<file path="src/rtl/ps2_scancode_ascii_fifo_if.sv">
// Keyboard character path bundle: scan-code bytes in from the PS/2 receiver,
// ASCII characters out to the consumer over a valid/ready handshake.
interface ps2_scancode_ascii_fifo_if;
  logic       PS2_Done_Sig;
  logic [7:0] PS2_Data;
  logic [7:0] Key_Data;
  logic       Key_Valid;
  logic       Key_Ready;

  modport master (
    output PS2_Done_Sig,
    output PS2_Data,
    output Key_Ready,
    input  Key_Data,
    input  Key_Valid
  );

  modport slave (
    input  PS2_Done_Sig,
    input  PS2_Data,
    input  Key_Ready,
    output Key_Data,
    output Key_Valid
  );
endinterface

</file>
<file path="src/rtl/ps2_scancode_ascii_fifo.sv">
// PS/2 Set-2 scan-code to ASCII decoder with a show-ahead character FIFO.
// Tracks break (F0) and extended (E0) prefixes plus both Shift keys.
module ps2_scancode_ascii_fifo #(
  parameter int FIFO_DEPTH = 8,
  parameter int CASE_MODE  = 1
) (
  input  logic                          CLK,
  input  logic                          RST,
  ps2_scancode_ascii_fifo_if.slave      kb,
  output logic                          Shift_State,
  output logic                          Overflow,
  output logic [$clog2(FIFO_DEPTH):0]   Fifo_Count,
  output logic [3:0]                    LED
);

  localparam int AW = $clog2(FIFO_DEPTH);
  localparam int CW = AW + 1;
  localparam logic [CW-1:0] DEPTH_C = CW'(FIFO_DEPTH);

  typedef enum logic [1:0] {IDLE, BREAK, EXT, EXT_BREAK} state_t;

  state_t         state, state_nxt;
  logic           shift_l, shift_r, shift_l_nxt, shift_r_nxt;
  logic           push;
  logic           map_hit, is_letter, upper;
  logic [7:0]     map_char, push_char;

  logic [7:0]     mem [FIFO_DEPTH];
  logic [AW-1:0]  wr_ptr, rd_ptr;
  logic [CW-1:0]  count;
  logic           pop, full, write_en;

  assign Shift_State = shift_l | shift_r;
  assign upper       = (CASE_MODE == 0) || Shift_State;
  assign push_char   = (is_letter && !upper) ? (map_char | 8'h20) : map_char;

  // Decoder state, shift flags and LED only move on a received byte.
  always_ff @(posedge CLK) begin
    if (RST) begin
      state   <= IDLE;
      shift_l <= 1'b0;
      shift_r <= 1'b0;
      LED     <= 4'h0;
    end else if (kb.PS2_Done_Sig) begin
      state   <= state_nxt;
      shift_l <= shift_l_nxt;
      shift_r <= shift_r_nxt;
      LED     <= kb.PS2_Data[3:0];
    end
  end

  // Scan-code lookup; letters come out upper case and are folded down later.
  always_comb begin
    map_hit   = 1'b1;
    is_letter = 1'b0;
    map_char  = 8'h00;
    case (kb.PS2_Data)
      8'h45: map_char = 8'h30;
      8'h16: map_char = 8'h31;
      8'h1E: map_char = 8'h32;
      8'h26: map_char = 8'h33;
      8'h25: map_char = 8'h34;
      8'h2E: map_char = 8'h35;
      8'h36: map_char = 8'h36;
      8'h3D: map_char = 8'h37;
      8'h3E: map_char = 8'h38;
      8'h46: map_char = 8'h39;
      8'h1C: begin map_char = 8'h41; is_letter = 1'b1; end
      8'h32: begin map_char = 8'h42; is_letter = 1'b1; end
      8'h21: begin map_char = 8'h43; is_letter = 1'b1; end
      8'h23: begin map_char = 8'h44; is_letter = 1'b1; end
      8'h24: begin map_char = 8'h45; is_letter = 1'b1; end
      8'h2B: begin map_char = 8'h46; is_letter = 1'b1; end
      8'h34: begin map_char = 8'h47; is_letter = 1'b1; end
      8'h33: begin map_char = 8'h48; is_letter = 1'b1; end
      8'h43: begin map_char = 8'h49; is_letter = 1'b1; end
      8'h3B: begin map_char = 8'h4A; is_letter = 1'b1; end
      8'h42: begin map_char = 8'h4B; is_letter = 1'b1; end
      8'h4B: begin map_char = 8'h4C; is_letter = 1'b1; end
      8'h3A: begin map_char = 8'h4D; is_letter = 1'b1; end
      8'h31: begin map_char = 8'h4E; is_letter = 1'b1; end
      8'h44: begin map_char = 8'h4F; is_letter = 1'b1; end
      8'h4D: begin map_char = 8'h50; is_letter = 1'b1; end
      8'h15: begin map_char = 8'h51; is_letter = 1'b1; end
      8'h2D: begin map_char = 8'h52; is_letter = 1'b1; end
      8'h1B: begin map_char = 8'h53; is_letter = 1'b1; end
      8'h2C: begin map_char = 8'h54; is_letter = 1'b1; end
      8'h3C: begin map_char = 8'h55; is_letter = 1'b1; end
      8'h2A: begin map_char = 8'h56; is_letter = 1'b1; end
      8'h1D: begin map_char = 8'h57; is_letter = 1'b1; end
      8'h22: begin map_char = 8'h58; is_letter = 1'b1; end
      8'h35: begin map_char = 8'h59; is_letter = 1'b1; end
      8'h1A: begin map_char = 8'h5A; is_letter = 1'b1; end
      8'h29: map_char = 8'h20;
      8'h5A: map_char = 8'h0D;
      8'h66: map_char = 8'h08;
      default: map_hit = 1'b0;
    endcase
  end

  // Prefix tracking; only plain make codes in IDLE produce a character.
  always_comb begin
    state_nxt   = state;
    shift_l_nxt = shift_l;
    shift_r_nxt = shift_r;
    push        = 1'b0;
    if (kb.PS2_Done_Sig) begin
      case (state)
        IDLE: begin
          if (kb.PS2_Data == 8'hF0)      state_nxt   = BREAK;
          else if (kb.PS2_Data == 8'hE0) state_nxt   = EXT;
          else if (kb.PS2_Data == 8'h12) shift_l_nxt = 1'b1;
          else if (kb.PS2_Data == 8'h59) shift_r_nxt = 1'b1;
          else if (map_hit)              push        = 1'b1;
        end
        BREAK: begin
          if (kb.PS2_Data == 8'h12) shift_l_nxt = 1'b0;
          if (kb.PS2_Data == 8'h59) shift_r_nxt = 1'b0;
          state_nxt = IDLE;
        end
        EXT:       state_nxt = (kb.PS2_Data == 8'hF0) ? EXT_BREAK : IDLE;
        EXT_BREAK: state_nxt = IDLE;
        default:   state_nxt = IDLE;
      endcase
    end
  end

  assign pop            = kb.Key_Valid & kb.Key_Ready;
  assign full           = (count == DEPTH_C);
  assign write_en       = push && (!full || pop);
  assign kb.Key_Valid   = (count != '0);
  assign kb.Key_Data    = kb.Key_Valid ? mem[rd_ptr] : 8'h00;
  assign Fifo_Count     = count;

  // Character storage; contents are only visible through the valid gate.
  always_ff @(posedge CLK) begin
    if (write_en) mem[wr_ptr] <= push_char;
  end

  // Pointer and occupancy bookkeeping; a blocked push latches Overflow.
  always_ff @(posedge CLK) begin
    if (RST) begin
      wr_ptr   <= '0;
      rd_ptr   <= '0;
      count    <= '0;
      Overflow <= 1'b0;
    end else begin
      if (write_en) wr_ptr <= wr_ptr + 1'b1;
      if (pop)      rd_ptr <= rd_ptr + 1'b1;
      if (push && full && !pop) Overflow <= 1'b1;
      case ({write_en, pop})
        2'b10:   count <= count + 1'b1;
        2'b01:   count <= count - 1'b1;
        default: count <= count;
      endcase
    end
  end

endmodule

</file>
<file path="src/flat_wrapper.sv">
// flat-port wrapper written by rule: the top's interface ports become plain ports
module ps2_scancode_ascii_fifo_flat 
#(
  parameter int FIFO_DEPTH = 8,
  parameter int CASE_MODE  = 1
)
  (CLK, RST, Shift_State, Overflow, Fifo_Count, LED, kb_PS2_Done_Sig, kb_PS2_Data, kb_Key_Ready, kb_Key_Data, kb_Key_Valid);
  ps2_scancode_ascii_fifo_if kb_i ();
  input  logic CLK;
  input  logic RST;
  output logic Shift_State;
  output logic Overflow;
  output logic [$clog2(FIFO_DEPTH):0] Fifo_Count;
  output logic [3:0] LED;
  input wire logic [$bits(kb_i.PS2_Done_Sig)-1:0] kb_PS2_Done_Sig;
  input wire logic [$bits(kb_i.PS2_Data)-1:0] kb_PS2_Data;
  input wire logic [$bits(kb_i.Key_Ready)-1:0] kb_Key_Ready;
  output wire logic [$bits(kb_i.Key_Data)-1:0] kb_Key_Data;
  output wire logic [$bits(kb_i.Key_Valid)-1:0] kb_Key_Valid;
  assign kb_i.PS2_Done_Sig = kb_PS2_Done_Sig;
  assign kb_i.PS2_Data = kb_PS2_Data;
  assign kb_i.Key_Ready = kb_Key_Ready;
  assign kb_Key_Data = kb_i.Key_Data;
  assign kb_Key_Valid = kb_i.Key_Valid;
  ps2_scancode_ascii_fifo #(.FIFO_DEPTH(FIFO_DEPTH), .CASE_MODE(CASE_MODE)) u_core (.CLK(CLK), .RST(RST), .kb(kb_i), .Shift_State(Shift_State), .Overflow(Overflow), .Fifo_Count(Fifo_Count), .LED(LED));
endmodule
</file>
<file path="config.mk">
export PLATFORM = sky130hd
export DESIGN_NAME = ps2_scancode_ascii_fifo_flat
export DESIGN_NICKNAME = d
export VERILOG_FILES = /design/src/rtl/ps2_scancode_ascii_fifo_if.sv /design/src/rtl/ps2_scancode_ascii_fifo.sv /design/src/flat_wrapper.sv
export SDC_FILE = /design/constraint.sdc
export NUM_CORES = 1
export LEC_CHECK = 0
export CORE_UTILIZATION = 54
export CTS_BUF_LIST = sky130_fd_sc_hd__clkbuf_8
export DETAILED_ROUTE_END_ITERATION = 8
export PLACE_DENSITY = 0.86
export SETUP_SLACK_MARGIN = 0.1
export SYNTH_ARGS = -nofsm -noshare
export SYNTH_HDL_FRONTEND = slang
export SYNTH_SLANG_ARGS = --single-unit
</file>
<file path="constraint.sdc">
create_clock -name CLK -period 4.2 [get_ports CLK]
set_input_delay 0.84 -clock CLK [delete_from_list [all_inputs] [get_ports CLK]]
set_output_delay 0.84 -clock CLK [all_outputs]
set_load 0.1 [all_outputs]
</file>
==> qor.txt, run 1 <==
CTS Root Cell = clkbuf_8
CTS Hold Buffers Added = 0
Dpl hpwl = 7.34 mm
Internal power = 1.41 mW
Fin Hold WS = 0.511 ns
R2r setup slk = 1.59 ns
Postcts setup bufs = 0
WL final = 9.67 mm
Crit end category = flip-flop
Gr ovfl total = 0
Switching portion of total power = 40.7%
Boundary Pins = 31
Final Max Slew Viols = 0
Syn_nets = 367
Setup-failing EPs final = 0
Starting DRT DRC Count = 142
Worst-margin pin slew = 0.982 ns
CTS Sinks = 78
Synthesized instance count = 350
Status = finished, final reports clean
Sequential fraction of the synthesis area = 51.9%
Part of the power in the clock network = 24.7%
Slew HR = 34.3%
Post-synth top flop = edfxtp_1
CTS tree = built
Leading area contributor after synthesis = edfxtp_1
RD Place Congestion = 0.893
Final hold viol count = 0
Via count = 3128
Tcrit/Tclk final = 93.7%
Data required time of the worst path = 4.47 ns
Dpl cell area = 4860 µm²
CP arrival = 4.21 ns
Avg Inst Size Synth = 11.7 µm²
CTS Buf Count = 9
Layout area overhead = 24.9%
Num rows = 31
Share of layout cells above drive strength 1 = 25.2%
CP Class = input port to flip-flop
Largest net degree at the start of global routing = 24
Vias in the first global route = 3099
Most frequent cells in the layout = buf_4, edfxtp_1, nor2_1
Residual DRC count = 0
Hold Path Class = flip-flop to flip-flop
Post-Syn Area = 4090 µm²
PortBufs = 29
Distinct cells, synth = 59
Sw power = 0.970 mW
Area fraction of the dominant cell type after synthesis = 41.1%
Initial antenna violation count = 0
Leakage = 1.95 nW
Post-layout minimum cycle time = 3.93 ns
Die Ht = 89.0 µm
Global-route wire length before repair = 15.5 mm
Layout Skew = 0.0136 ns
Crit-path max FO = 6
RSZ-0062 raised after global routing = no
Final Cell Area = 5110 µm²
WL per Instance = 18.1 µm
Final layout net count = 448
Post-layout util = 70.0%
Sequential share of power = 37.9%
Clock buffer depth = 2
Peak VDD IR = 322 µV
Synth top area cells = edfxtp_1, dfxtp_1, mux4_2
Post-synth EDFFs = 56
Router iterations before antenna repair = 5
CTS clk-pin slew, worst paths = 0.09 ns
Number of fill cells in the layout = 550
Die width = 89.0 µm
Number of diodes = 0
Htree depth = 3
Combinational power share = 37.3%
Die area = 7920 µm²
Post-DRT Antenna Nets = 0
Initial Util = 56.1%
MaxCap Viol Count = 0
Cell Pwr Density = 466 nW/µm²
Total GRT Usage = 26.6%
Leading cell type in the layout, fill and taps excluded = buf_4
Yosys warnings = 0
Startpoint Class = input port
FFs w/ async S/R, synth = 0%
Max Fclk = 254 MHz
Clock latency on the worst-skew pair = 0.35 ns
Flop and latch count out of synthesis = 78
Vias per cell = 5.85
Core region area = 7290 µm²
[repair_timing]
item                                    4_1_cts  5_1_grt
pin swaps                                     0        1
endpoints found under the setup margin        1        2
gates cloned                                  0        0
gates resized for setup                       1       10
[path summary, 6_finish.rpt]
check             cells after the start                           endpoint                         start
setup / recovery                     16  u_core.Fifo_Count[2]$_SDFFE_PP0P_                kb_PS2_Data[1]
hold / removal                        2         u_core.LED[0]$_SDFFE_PP0P_    u_core.LED[0]$_SDFFE_PP0P_
setup reg to reg                     11  u_core.Fifo_Count[2]$_SDFFE_PP0P_  u_core.state[1]$_SDFFE_PP0P_
hold reg to reg                       2         u_core.LED[0]$_SDFFE_PP0P_    u_core.LED[0]$_SDFFE_PP0P_
[layer usage]
| layer | GRT usage, % | part of all wire [%] | vias up |
|---|---|---|---|
| met4 | 8.80 | 1.3 | 0 |
| met5 | 0 | 0 | - |
| met1 | 31.8 | 41 | 1525 |
| met2 | 49.1 | 53 | 91 |
| met3 | 4.16 | 4.5 | 11 |
| li1 | - | - | 1501 |
[power groups by stage]
stage | Sequential [mW] | Clock (mW) | Combinational (mW)
after global placement | 0.921 | 0 | 0.875
after global routing | 0.914 | 0.628 | 0.942
after floorplan | 0.957 | 0 | 0.629
after detailed placement | 0.925 | 0 | 0.889
final | 0.903 | 0.590 | 0.889
after CTS | 0.907 | 0.598 | 0.890
[metrics by stage]
| step | total power [mW] | instances | setup WS [ns] | TNS (ns) |
|---|---|---|---|---|
| 6_report | 2.38 | 535 | 0.265 | 0 |
| 2_1_floorplan | 1.59 | 350 | 0.257 | 0 |
| 3_3_place_gp | 1.80 | 519 | -0.256 | -0.464 |
| 4_1_cts | 2.40 | 535 | 0.177 | 0 |
| 5_1_grt | 2.48 | 535 | 0.101 | 0 |
| 3_5_place_dp | 1.81 | 519 | -0.307 | -0.545 |
[logic make-up (layout without fill, tap and decap cells)]
| logic type | count (synthesis) | count (layout) | synth area share, % |
|---|---|---|---|
| xor gates and xnor gates | 11 | 11 | 2.36 |
| muxes | 32 | 32 | 12.2 |
| AOI/OAI and AO/OA | 57 | 57 | 9.34 |
| buffers and inverters | 32 | 118 | 3.70 |
| adders and majority gates | 5 | 5 | 1.53 |
| other | 1 | 1 | 0.0917 |
| and+or+nand+nor | 134 | 134 | 18.9 |
| DFF | 78 | 78 | 51.9 |
[state kept, by name, summed over array words and instances (netlist names), 2 cells and up, named ones only]
register           cells
u_core.mem            56
u_core.LED             4
u_core.rd_ptr          3
u_core.state           2
u_core.wr_ptr          3
u_core.Fifo_Count      4
[layout make-up]
class / instances / area [µm²] / share of cell area (%)
multi-input combinational: 240 / 1830 / 35.9
sequential: 78 / 2120 / 41.5
inverter: 8 / 30.0 / 0.588
timing repair buffer: 94 / 788 / 15.4
clock inverter: 7 / 87.6 / 1.71
tap: 99 / 124 / 2.43
clock buffer: 9 / 124 / 2.43
[Yosys cell counts, types with 2 or more instances]
library cell  number
edfxtp_1          56
nor2_1            37
dfxtp_1           22
mux2i_1           17
nand2_1           17
a21oi_1           14
mux4_2            14
nand3_1           12
nor2b_1           11
o21ai_0           10
nand2b_1           9
inv_1              8
xor2_1             8
buf_2              7
nor3_1             7
nor4bb_1           7
buf_1              6
clkbuf_1           6
nand4_1            6
ha_1               5
nor4b_1            5
a31oi_1            4
a32oi_1            4
and4b_1            4
buf_4              4
o22ai_1            3
o31ai_1            3
xnor2_1            3
a21o_1             2
a22oi_1            2
a41oi_1            2
and2_1             2
and3_1             2
nor3b_1            2
nor4_1             2
o2111ai_1          2
o21bai_1           2
or3_1              2
[worst max-delay path, cell delays in order]
cell             delay [ns]
clkdlybuf4s50_1        0.54
buf_4                  0.17
nand2b_1               0.23
mux2i_1                0.11
a32oi_1                0.23
o21bai_1               0.13
or4_4                  0.51
and3_4                 0.17
inv_1                  0.07
ha_2                   0.20
xor2_1                 0.16
ha_1                   0.17
a21oi_1                0.05
xor2_1                 0.16
or3_1                  0.30
a21oi_1                0.15
Power figures use the tool's default switching activity.
==> run 2: changes to the inputs <==
Clock period 4.2 ns to 3.7 ns, I/O delays scaled along.
==> run 2 against run 1 <==
Against the previous run: hold slack got worse by 0.024 ns; count of clock-buffer cells in the layout did not move; setup slack got worse by 0.041 ns; power rose by 16%; via count rose by 3.9%; non-clock buffer count rose by 20; first-iteration DRC count rose by 30%; sequential power rose by 11%; sequential share of layout area fell by 1.9 points; largest power group is now combinational logic.
==> qor.txt, run 2 (synthesized netlist as in run 1, its figures left out) <==
Final Max Slew Viols = 0 (unchanged)
Final hold viol count = 0 (unchanged)
Dpl cells = 532 (+2.5%)
WL final = 10.2 mm (+5.7%)
RSZ-0062 raised after global routing = no
Core region area = 7290 µm² (unchanged)
Worst-margin pin slew = 0.999 ns (+0.0164 ns)
Router iterations before antenna repair = 5 (unchanged)
CP bufs+invs = 4 (+1)
PortBufs = 29 (unchanged)
Leakage = 2.05 nW (+5.5%)
Largest net degree at the start of global routing = 24 (unchanged)
Vias per cell = 5.86 (+0.19%)
Final layout net count = 468 (+4.5%)
Final Cell Area = 5350 µm² (+4.8%)
CTS Sinks = 78 (unchanged)
Slowest cell on the critical path = or4_4
Vias in the first global route = 3169 (+2.3%)
Gr ovfl total = 0 (unchanged)
Clock latency on the worst-skew pair = 0.35 ns (about the same)
Final TNS setup = 0 ns (unchanged)
Total GRT Usage = 27.1% (+0.53 points)
Share of layout cells above drive strength 1 = 34.6% (+9.4 points)
Largest Register = u_core.mem
Dpl cell area = 4990 µm² (+2.7%)
Die area = 7920 µm² (unchanged)
Crit-path max FO = 6 (unchanged)
Peak VDD IR = 400 µV (+24%)
Number of fill cells in the layout = 515 (-6.4%)
Initial antenna violation count = 0 (unchanged)
Startpoint Class = input port
Fin Hold WS = 0.487 ns (-0.0239 ns)
RD Place Congestion = 1.03 (+15%)
CP max stage delay = 0.56 ns (+0.02 ns)
Max FFs per register = 56 (unchanged)
CTS Hold Buffers Added = 0 (unchanged)
Status = finished, final reports clean
Dpl hpwl = 7.43 mm (+1.1%)
Die width = 89.0 µm (unchanged)
Post-DRT Antenna Nets = 0 (unchanged)
Starting DRT DRC Count = 185 (+30%)
Tcrit/Tclk final = 93.9%
Htree depth = 3 (unchanged)
Post-layout minimum cycle time = 3.48 ns
CP delay by family, top = simple AND/OR/NAND/NOR gates
Most frequent cells in the layout = buf_4, edfxtp_1, nor2_1
Cell Pwr Density = 515 nW/µm² (+10%)
CP Class = input port to flip-flop
Leading cell type in the layout, fill and taps excluded = buf_4
Setup-failing EPs final = 0 (unchanged)
Num rows = 31 (unchanged)
MaxCap Viol Count = 0 (unchanged)
Via count = 3251 (+3.9%)
Layout area overhead = 30.9%
Crit end category = flip-flop
Boundary Pins = 31 (unchanged)
WL per Instance = 18.4 µm (+1.9%)
Max Fclk = 288 MHz
CTS clk-pin slew, worst paths = 0.08 ns (about the same)
Residual DRC count = 0 (unchanged)
Hold Path Class = flip-flop to flip-flop
Data required time of the worst path = 3.96 ns (-0.51 ns)
Slew HR = 33.2% (-1.1 points)
Initial Util = 56.1% (unchanged)
Die Ht = 89.0 µm (unchanged)
Post-route insts no fill = 555 (+3.7%)
CTS tree = built
CP Cell Sequence = clkbuf_2 > buf_6 > buf_6 > nor2b_1 > a32o_2 > a41oi_2 > nand3_1 > or4_4 > and3_4 > inv_4 > ha_4 > xor2_2 > ha_2 > a21oi_1 > xor2_1 > or3_1 > a21oi_1
Post-layout util = 73.4% (+3.3 points)
CP arrival = 3.74 ns (-0.47 ns)
Layout Skew = 0.0136 ns (+0.0000310 ns)
CTS Buf Count = 9 (unchanged)
Number of diodes = 0 (unchanged)
CTS Root Cell = clkbuf_8
Global-route wire length before repair = 15.8 mm (+2.3%)
Clock buffer depth = 2 (unchanged)
## run 2: cell types whose count changed in the layout (fill, tap and decap cells not counted), sizes merged
cell	previous run	this run
buf	73	93
clkbuf	9	17
clkdlybuf4s50	17	13
clkinv	0	1
clkinvlp	2	1
dlymetal6s2s	4	0
## run 2: path summary, 6_finish.rpt
check,from,to,slack [ns],depth (start not counted)
worst min register to register,u_core.Overflow$_SDFFE_PP0P_,u_core.Overflow$_SDFFE_PP0P_,0.49,2
worst min-delay path,u_core.Overflow$_SDFFE_PP0P_,u_core.Overflow$_SDFFE_PP0P_,0.49,2
worst max register to register,u_core.state[1]$_SDFFE_PP0P_,u_core.Fifo_Count[3]$_SDFFE_PP0P_,1.18,13
worst max-delay path,kb_PS2_Data[0],u_core.Fifo_Count[2]$_SDFFE_PP0P_,0.22,17
## run 2: timing repair
item | in CTS | in global routing
pin swaps | 3 | 14
setup buffers | 1 | 6
resized for setup | 17 | 41
endpoints found under the setup margin | 3 | 2
gates cloned | 0 | 0
## run 2: cell type report
class | count | area (µm²) | share of cell area [%]
clock inverters | 7 | 80.1 | 1.50
clock buffers | 9 | 124 | 2.31
inverters | 8 | 32.5 | 0.608
repair buffers | 114 | 932 | 17.4
flip-flops and latches | 78 | 2120 | 39.7
multi-input cells | 240 | 1940 | 36.2
well taps | 99 | 124 | 2.31
## run 2: routing by layer
layer  share of wire, %  vias to the layer above  track usage [%]
met4                2.0                        0             10.1
met2                 52                       92             49.0
li1                   -                     1543                -
met1                 42                     1598             33.3
met3                4.1                       18             3.60
met5                  0                        -                0
## run 2: report_power, final
part           switching, mW  total (mW)  internal (mW)  leakage (nW)
logic                  0.746        1.09          0.346          1.26
clock network          0.343       0.665          0.323         0.103
registers             0.0349        1.00          0.965         0.686
## run 2: worst min-delay path, stage by stage, from the launching register on
cell,delay [ns]
dfxtp_1,0.34
a31oi_1,0.05
nor2_1,0.07
## run 2: metrics by stage
step                      power, mW  setup slack, ns
final                          2.76            0.224
after CTS                      2.74            0.176
after detailed placement       2.08           -0.581
after floorplan                1.81            0.121
after global placement         2.07           -0.556
after global routing           2.86            0.115
==> run 3: changes to the inputs <==
Settings changed: ABC_CLOCK_PERIOD_IN_PS from default to 3700, CTS_BUF_LIST sky130_fd_sc_hd__clkbuf_8 to default.
==> run 3 against run 2 <==
Against the previous run: critical path depth did not move; maximum frequency barely moved; sequential share of layout area hardly changed; critical path type unchanged; combinational power hardly changed; clock power is 4.1% lower; die area did not move; clock skew shrank 0.0012 ns; first-iteration DRC count rose by 5.9%; wire length down 0.40%; cell area about the same.
==> qor.txt, run 3 (synthesized netlist as in run 1, its figures left out) <==
Final Max Slew Viols = 0 (unchanged)
Vias in the first global route = 3150 (-0.60%)
Final hold viol count = 0 (unchanged)
Die area = 7920 µm² (unchanged)
Worst-margin pin slew = 0.998 ns (-0.000927 ns)
Fin worst setup slack = 0.225 ns (+0.000723 ns)
Die width = 89.0 µm (unchanged)
CP arrival = 3.74 ns (about the same)
Peak VDD IR = 400 µV (-0.15%)
CP delay by family, top = simple AND/OR/NAND/NOR gates
Global-route wire length before repair = 15.7 mm (-0.66%)
Leading cell type in the layout, fill and taps excluded = buf_4
MaxCap Viol Count = 0 (unchanged)
Die Ht = 89.0 µm (unchanged)
Met2 Resource Use GR = 49.2% (+0.14 points)
Crit end category = flip-flop
CP bufs+invs = 4 (unchanged)
Max Fclk = 288 MHz (about the same)
CTS tree = built
Most frequent cells in the layout = buf_4, edfxtp_1, nor2_1
CTS Buf Count = 9 (unchanged)
Area of the multi-input gates = 1940 µm² (unchanged)
RD Place Congestion = 1.03 (unchanged)
Slew HR = 33.3% (+0.062 points)
Dpl cell area = 4990 µm² (unchanged)
Vias per cell = 5.81 (-0.86%)
Clock buffer depth = 2 (unchanged)
Number of diodes = 0 (unchanged)
Final layout net count = 468 (unchanged)
WL per Instance = 18.3 µm (-0.40%)
Post-layout minimum cycle time = 3.48 ns (-0.000723 ns)
Post-layout util = 73.3% (about the same)
Htree depth = 3 (unchanged)
CTS Sinks = 78 (unchanged)
R2r worst-path depth = 13 (unchanged)
Setup slack at placement = -0.581 ns (unchanged)
Starting DRT DRC Count = 196 (+5.9%)
Layout area overhead = 30.8% (about the same)
Share of layout cells above drive strength 1 = 34.6% (unchanged)
Post-DRT Antenna Nets = 0 (unchanged)
Residual DRC count = 0 (unchanged)
Number of fill cells in the layout = 514 (-0.19%)
Worst hold path depth = 2 (unchanged)
CP Depth = 17 (unchanged)
CP max stage delay = 0.56 ns (about the same)
Leakage = 2.05 nW (about the same)
Total power = 2.73 mW (-1.1%)
Slowest cell on the critical path = or4_4
Gr busiest metal = met2
Hold Path Class = flip-flop to flip-flop
Initial Util = 56.1% (unchanged)
Tcrit/Tclk final = 93.9% (about the same)
Clock latency on the worst-skew pair = 0.35 ns (about the same)
Router iterations before antenna repair = 4 (-1)
Data required time of the worst path = 3.97 ns (about the same)
Cell Pwr Density = 510 nW/µm² (-0.99%)
Sequential Area = 2120 µm² (unchanged)
Largest net degree at the start of global routing = 24 (unchanged)
Grt met1 use = 33.0% (-0.26 points)
CTS clk-pin slew, worst paths = 0.08 ns (about the same)
Dpl hpwl = 7.43 mm (unchanged)
Largest Register = u_core.mem
PortBufs = 29 (unchanged)
Total GRT Usage = 27.0% (-0.11 points)
Status = finished, final reports clean
Final Cell Area = 5350 µm² (about the same)
Layout Skew = 0.0124 ns (-0.00118 ns)
Setup-failing EPs final = 0 (unchanged)
RSZ-0062 raised after global routing = no
Fin Hold WS = 0.487 ns (-0.000799 ns)
Initial antenna violation count = 0 (unchanged)
Core region area = 7290 µm² (unchanged)
Max FFs per register = 56 (unchanged)
CP Cell Sequence = clkbuf_2 > buf_6 > buf_6 > nor2b_1 > a32o_2 > a41oi_2 > nand3_1 > or4_4 > and3_4 > inv_4 > ha_4 > xor2_2 > ha_2 > a21oi_1 > xor2_1 > or3_1 > a21oi_1
Startpoint Class = input port
WL final = 10.2 mm (-0.40%)
Via count = 3223 (-0.86%)
Num rows = 31 (unchanged)
CTS Root Cell = clkbuf_8
Crit-path max FO = 6 (unchanged)
CP Class = input port to flip-flop
Grt met3 use = 4.43% (+0.83 points)
Gr ovfl total = 0 (unchanged)
Boundary Pins = 31 (unchanged)
CTS Hold Buffers Added = 0 (unchanged)
run 3: cell types whose count changed in the layout (fill, tap and decap cells not counted):
cell,change
clkbuf_16,+1
bufinv_16,-1
run 3: stage by stage:
stage / setup TNS (ns) / std cells
2_1_floorplan: 0 / 350
3_3_place_gp: -5.35 / 532
3_5_place_dp: -3.04 / 532
4_1_cts: 0 / 549
5_1_grt: 0 / 555
6_report: 0 / 555
run 3: layout make-up:
type | instances | share of cell area [%]
repair buffers | 114 | 17.4
clock inverters | 6 | 0.936
well taps | 99 | 2.32
flip-flops and latches | 78 | 39.7
inverters | 8 | 0.608
multi-input cells | 240 | 36.2
clock buffers | 10 | 2.78
run 3: worst paths after layout:
check / slack, ns / from / end
max: 0.22 / kb_PS2_Data[0] / u_core.Fifo_Count[2]$_SDFFE_PP0P_
min: 0.49 / u_core.Overflow$_SDFFE_PP0P_ / u_core.Overflow$_SDFFE_PP0P_
max reg2reg: 1.19 / u_core.state[1]$_SDFFE_PP0P_ / u_core.Fifo_Count[3]$_SDFFE_PP0P_
min reg2reg: 0.49 / u_core.Overflow$_SDFFE_PP0P_ / u_core.Overflow$_SDFFE_PP0P_
run 3: timing repair:
action / CTS / global route
pin swaps: 3 / 14
endpoints found under the setup margin: 3 / 2
setup buffers: 1 / 6
gates resized for setup: 17 / 41
run 3: power by group:
group          internal [mW]  switching (mW)
Combinational          0.346           0.743
Clock                  0.295           0.343
Sequential             0.965          0.0344
Total                   1.61            1.12
run 3: routing by layer:
| metal | vias to the layer above | wire length [µm] | part of all wire [%] |
|---|---|---|---|
| met2 | 102 | 5280 | 52 |
| met5 | - | 0 | 0 |
| li1 | 1539 | - | - |
| met4 | 0 | 221 | 2.2 |
| met3 | 19 | 480 | 4.7 |
| met1 | 1563 | 4200 | 41 |
run 3: worst register-to-register path, cell delays in order (launching register included):
cell and delay, ns:
dfxtp_1 0.33, nor2b_1 0.22, nor4bb_2 0.39, and3_4 0.27
inv_4 0.04, buf_4 0.12, ha_2 0.20, nor4bb_1 0.28
a21oi_1 0.07, nor2_1 0.09, a21oi_1 0.04, nor2_1 0.13
xnor2_1 0.13, nor2_1 0.05
